**config.mk**
```make
export PLATFORM = sky130hd
export DESIGN_NAME = fifo_word_serializer
export DESIGN_NICKNAME = d
export VERILOG_FILES = /design/src/rtl/fifo_ser_pkg.sv /design/src/rtl/fifo_word_serializer_baud.sv /design/src/rtl/fifo_word_serializer.sv
export SDC_FILE = /design/constraint.sdc
export NUM_CORES = 1
export LEC_CHECK = 0
export CORE_MARGIN = 2
export CORE_UTILIZATION = 51
export CTS_CLUSTER_SIZE = 20
export DETAILED_ROUTE_END_ITERATION = 10
export PLACE_DENSITY = 0.78
export SKIP_CTS_REPAIR_TIMING = 1
export SLEW_MARGIN = 20
export SYNTH_ARGS = -nofsm -noshare
export SYNTH_HDL_FRONTEND = slang
export SYNTH_SLANG_ARGS = --single-unit
```
**constraint.sdc**
```tcl
create_clock -name clk -period 2.4 [get_ports clk]
set_input_delay 0.36 -clock clk [delete_from_list [all_inputs] [get_ports clk]]
set_output_delay 0.36 -clock clk [all_outputs]
set_load 0.03 [all_outputs]
```
**src/rtl/fifo_ser_pkg.sv**
```systemverilog
// Shared types and constants for the FIFO word serializer.
package fifo_ser_pkg;

  typedef enum logic [2:0] {IDLE, POP, LOAD, START, DATA, STOP} ser_state_t;

  localparam int unsigned DATA_W_DEF = 16;
  localparam int unsigned FRAME_BITS = DATA_W_DEF + 2;
  localparam logic        TX_IDLE    = 1'b1;

  // Wire cycles of one start+data+stop frame
  function automatic int unsigned frame_cycles(input int unsigned clks_per_bit);
    return FRAME_BITS * clks_per_bit;
  endfunction

endpackage

```
**src/rtl/fifo_word_serializer_baud.sv**
```systemverilog
// Bit-period timer: pulses bit_done every CLKS_PER_BIT cycles while not cleared.
module baud_tick_gen #(
  parameter int unsigned CLKS_PER_BIT = 4
) (
  input  logic clk,
  input  logic rstN,
  input  logic i_clear,
  output logic o_bit_done_c
);

  localparam int unsigned CNT_W = $clog2(CLKS_PER_BIT + 1);
  localparam logic [CNT_W-1:0] LAST = CNT_W'(CLKS_PER_BIT - 1);

  logic [CNT_W-1:0] r_cnt;

  always_ff @(posedge clk or negedge rstN) begin
    if (!rstN) begin
      r_cnt <= '0;
    end else if (i_clear || (r_cnt == LAST)) begin
      r_cnt <= '0;
    end else begin
      r_cnt <= r_cnt + CNT_W'(1);
    end
  end

  assign o_bit_done_c = !i_clear && (r_cnt == LAST);

endmodule

```
**src/rtl/fifo_word_serializer.sv**
```systemverilog
// Pops words from a FIFO and sends each as a start/data/stop framed serial bit stream.
module fifo_word_serializer
  import fifo_ser_pkg::*;
#(
  parameter int unsigned DATA_W       = 16,
  parameter int unsigned CLKS_PER_BIT = 4,
  parameter int unsigned LSB_FIRST    = 1,
  parameter int unsigned CNT_W        = 8
) (
  input  logic              clk,
  input  logic              rstN,
  input  logic              enable,
  input  logic              fifo_empty,
  output logic              fifo_rd_en,
  input  logic [DATA_W-1:0] fifo_rd_data,
  output logic              tx_out,
  output logic              tx_busy,
  output logic [CNT_W-1:0]  words_sent
);

  localparam int unsigned BIT_CNT_W = $clog2(DATA_W);
  localparam logic [BIT_CNT_W-1:0] LAST_BIT = BIT_CNT_W'(DATA_W - 1);

  ser_state_t            r_state, w_state_nxt;
  logic [DATA_W-1:0]     r_shift, w_shift_nxt;
  logic [BIT_CNT_W-1:0]  r_bit_cnt, w_bit_cnt_nxt;
  logic                  r_tx, w_tx_nxt;
  logic                  r_rd_en;
  logic                  r_busy;
  logic [CNT_W-1:0]      r_words;
  logic                  w_ws_inc;
  logic                  w_go;
  logic                  w_clear;
  logic                  w_bit_done;

  baud_tick_gen #(.CLKS_PER_BIT(CLKS_PER_BIT)) u_baud (
    .clk          (clk),
    .rstN         (rstN),
    .i_clear      (w_clear),
    .o_bit_done_c (w_bit_done)
  );

  // Bit timer only runs while a frame is on the wire
  assign w_clear = (r_state == IDLE) || (r_state == POP) || (r_state == LOAD);
  assign w_go    = enable && !fifo_empty;

  // Next-state, datapath and next-output logic
  always_comb begin
    w_state_nxt   = r_state;
    w_shift_nxt   = r_shift;
    w_bit_cnt_nxt = r_bit_cnt;
    w_ws_inc      = 1'b0;
    w_tx_nxt      = TX_IDLE;

    case (r_state)
      IDLE:  if (w_go) w_state_nxt = POP;
      POP:   w_state_nxt = LOAD;
      LOAD: begin
        w_shift_nxt = fifo_rd_data;
        w_state_nxt = START;
      end
      START: begin
        if (w_bit_done) begin
          w_bit_cnt_nxt = '0;
          w_state_nxt   = DATA;
        end
      end
      DATA: begin
        if (w_bit_done) begin
          if (r_bit_cnt == LAST_BIT) begin
            w_state_nxt = STOP;
          end else begin
            w_bit_cnt_nxt = r_bit_cnt + BIT_CNT_W'(1);
            w_shift_nxt   = (LSB_FIRST != 0) ? {1'b0, r_shift[DATA_W-1:1]}
                                             : {r_shift[DATA_W-2:0], 1'b0};
          end
        end
      end
      STOP: begin
        if (w_bit_done) begin
          w_ws_inc    = 1'b1;
          w_state_nxt = w_go ? POP : IDLE;
        end
      end
      default: w_state_nxt = IDLE;
    endcase

    // Line level is registered from the state we are entering
    case (w_state_nxt)
      START:   w_tx_nxt = 1'b0;
      DATA:    w_tx_nxt = (LSB_FIRST != 0) ? w_shift_nxt[0] : w_shift_nxt[DATA_W-1];
      default: w_tx_nxt = TX_IDLE;
    endcase
  end

  always_ff @(posedge clk or negedge rstN) begin
    if (!rstN) begin
      r_state   <= IDLE;
      r_shift   <= '0;
      r_bit_cnt <= '0;
      r_tx      <= TX_IDLE;
      r_rd_en   <= 1'b0;
      r_busy    <= 1'b0;
      r_words   <= '0;
    end else begin
      r_state   <= w_state_nxt;
      r_shift   <= w_shift_nxt;
      r_bit_cnt <= w_bit_cnt_nxt;
      r_tx      <= w_tx_nxt;
      r_rd_en   <= (w_state_nxt == POP);
      r_busy    <= (w_state_nxt != IDLE);
      r_words   <= r_words + CNT_W'(w_ws_inc);
    end
  end

  assign tx_out     = r_tx;
  assign fifo_rd_en = r_rd_en;
  assign tx_busy    = r_busy;
  assign words_sent = r_words;

endmodule

```
==> impl_metrics.py <==
metrics = {
    "run_status": {
        "status": "completed",
    },
    "floorplan": {
        "core_mm2": 0.00308,
        "ios": 31,
        "start_util_pct": 54.1,
        "die_h_um": 61.2,
        "rows": 20,
        "dieArea_mm2": 0.00374,
        "die_w_um": 61.2,
    },
    "worst_setup_path": {
        "cpMostUsedCell": "ha_1",
        "cp.required_ns": 2.64,
        "crit_path_max_fanout": 7,
        "startpoint": "u_baud.r_cnt[0]",
        "reg2reg_slack_ns": 0.34,
        "cp.arrival_ns": 2.30,
        "regToRegEndpoint": "words_sent[6]",
        "max_stage_delay_ns": 0.36,
        "worstSetupPathType": "reg2reg",
        "slowest_stage": "dfrtp_1",
        "worstReg2RegStart": "u_baud.r_cnt[0]",
        "crit_end": "words_sent[6]",
        "reg2reg_depth": 9,
        "start_kind": "register",
        "critPathCaptureType": "register",
        "path_cells": "ha_1, ha_1, nand2_1, nor2_1, ha_1, ha_1, and3_1, nand3_1, xnor2_1",
    },
    "pwr": {
        "switching_share_pct": 22.3,
        "vdd_ir_drop_max_v": 0.000304,
        "power_frac_seq_pct": 63.4,
        "p_int_w": 0.000775,
        "p_sw_w": 0.000223,
        "power_frac_comb_pct": 5.5,
        "total_power_w": 0.000997,
        "clock_power_share_pct": 31.1,
        "power_density_mw_per_mm2": 485,
        "power.leakage_nw": 0.955,
    },
    "yosys": {
        "avgSynthCellArea_um2": 10.5,
        "yosys.area.top_type": "dfrtp_1",
        "synth.distinct_cells": 36,
        "yosys_register_bits": 37,
        "syn-instance-count": 159,
        "synth_warnings": 0,
        "seq_area_frac_synth_pct": 55.6,
        "synth_top_cells_by_area": "dfrtp_1 54%, nand2_1 8.8%, a22oi_1 6.8%",
        "synth_top_area_share_pct": 54.1,
        "syn_nets": 184,
        "synthesis.area_mm2": 0.00167,
    },
    "final_layout": {
        "drive_gt1_share_pct": 8.29,
        "post-route-util_pct": 66.8,
        "antennaDiodeCount": 0,
        "layout_common_cells": "39 x nand2_1, 36 x dfrtp_1, 30 x clkdlybuf4s50_1",
        "area_delta_synth_final_pct": 23.3,
        "fillers": 244,
        "mostFrequentLayoutCell": "nand2_1",
        "instances_no_fill": 237,
        "nets": 217,
        "register_area_um2": 927,
        "multi_input_area_um2": 692,
    },
    "routing": {
        "num_vias": 1264,
        "dr.pass1.iters": 5,
        "routed_wl_mm": 3.08,
        "drc": 0,
        "antenna_left": 0,
        "wl_per_cell_um": 13.0,
        "drtIter0Drc": 52,
        "viasPerCell": 5.33,
    },
    "timing": {
        "tightest_slew_ns": 0.446,
        "setup_viol": 0,
        "post-route-period-util_pct": 85.9,
        "finClkSkew_ns": 0.00583,
        "finalCriticalPeriod_ns": 2.06,
        "hold_ws_ns": 0.421,
        "tns_ns": 0,
        "relSlewSlack_pct": 70.3,
        "fmax_mhz": 485,
        "maxSlewViolCount": 0,
        "rsz0062_at_grt": "no",
        "finalHoldViolations": 0,
    },
    "min_path": {
        "hold_class": "in2async",
    },
    "clocking": {
        "cts_buffers": 5,
        "cts_htree_levels": 2,
        "insertion_delay_ns": 0.35,
        "clockRootBuffer": "clkbuf_4",
        "cts_tree": "yes",
        "clk_pin_slew_ns": 0.11,
        "ctsLongestPathBuffers": 2,
        "cts.sinks": 37,
    },
    "global_route": {
        "grt_antenna_before_repair": 0,
        "grt_pass1_wl_mm": 5.10,
        "overflow": 0,
        "grt_usage_pct": 18.8,
        "grt_max_degree": 38,
        "grt_pass1_vias": 1214,
    },
    "placement": {
        "place_inst": 229,
        "hpwl_mm": 2.24,
        "portBuffers": 30,
        "gp_congestion": 0.804,
    },
    "job": {
        "cap_viol_max_count": 0,
    },
}
cell type report:
class,instances,area share (%)
Clock buffer,6,2.01
Clock inverter,2,0.487
Inverter,2,0.365
Multi-Input combinational cell,113,33.7
Sequential cell,37,45.1
Tap cell,44,2.68
Timing Repair Buffer,33,15.7
logic make-up (layout without fill, tap and decap cells):
logic type,after synthesis,after routing,synth area share (%)
adder cells (fa/ha/maj),5,5,3.75
AO/OA/AOI/OAI,30,30,12.9
buffers and inverters,9,43,2.85
XOR/XNOR,7,7,3.68
flip-flops,37,37,55.6
AND/OR/NAND/NOR,71,71,21.2
stage by stage:
stage          setup slack [ns]  area [µm²]
2_1_floorplan             0.498        1670
3_5_place_dp              0.335        2000
3_3_place_gp              0.450        2000
4_1_cts                   0.322        2060
5_1_grt                   0.122        2060
6_report                  0.339        2060
sequential cells by signal (all words and copies together) (netlist names):
register      count
words_sent        8
fifo_rd_en        1
r_bit_cnt         4
r_shift          16
u_baud.r_cnt      3
tx_busy           1
tx_out            1
r_state           3
how the worst min path moves through the flow:
stage | startpoint | end | slack [ns] | depth (start not counted)
finish | rstN | r_bit_cnt[2] | 0.42 | 2
global route | rstN | words_sent[1] | 0.46 | 2
CTS | rstN | words_sent[2] | 0.43 | 2
detailed placement | u_baud.r_cnt[0] | u_baud.r_cnt[0] | 0.44 | 1
global placement | u_baud.r_cnt[0] | u_baud.r_cnt[0] | 0.43 | 1
floorplan | rstN | fifo_rd_en | 0.06 | 0
power by group through the flow:
stage | clock network (W) | registers (W) | logic, W
after global placement | 0 | 0.000644 | 0.0000551
after detailed placement | 0 | 0.000644 | 0.0000562
after global routing | 0.000345 | 0.000633 | 0.0000608
after floorplan | 0 | 0.000646 | 0.00000711
final | 0.000310 | 0.000632 | 0.0000552
after CTS | 0.000320 | 0.000632 | 0.0000562
per-layer routing:
layer / wire length (µm) / track usage [%] / share of wire [%] / up-vias
met3: 148 / 5.67 / 4.8 / 5
met4: 28 / 7.14 / 0.91 / 0
met1: 1400 / 22.8 / 45 / 608
met2: 1500 / 31.5 / 49 / 31
li1: - / - / - / 620
met5: 0 / 0 / 0 / -
Yosys cell counts (all sizes together):
cell type   n
nand2      39
dfrtp      36
a22oi      15
nor2        6
a21oi       5
ha          5
buf         4
nand2b      4
nand3       4
o21ai       4
xnor2       4
and2        3
clkbuf      3
nor2b       3
nor3        3
nor3b       3
xor2        3
a211oi      2
inv         2
nand4       2
a221o       1
and3        1
and4        1
and4bb      1
dfstp       1
nor4        1
o211ai      1
o21bai      1
o41ai       1
worst max-delay path: cells and delay by family, from the launching register on:
kind / cells / cell delay (ns)
xor+xnor: 1 / 0.13
fa+ha+maj: 4 / 0.83
simple gates: 4 / 0.63
flops: 1 / 0.36
No activity file was read; power rests on OpenSTA's default activity.
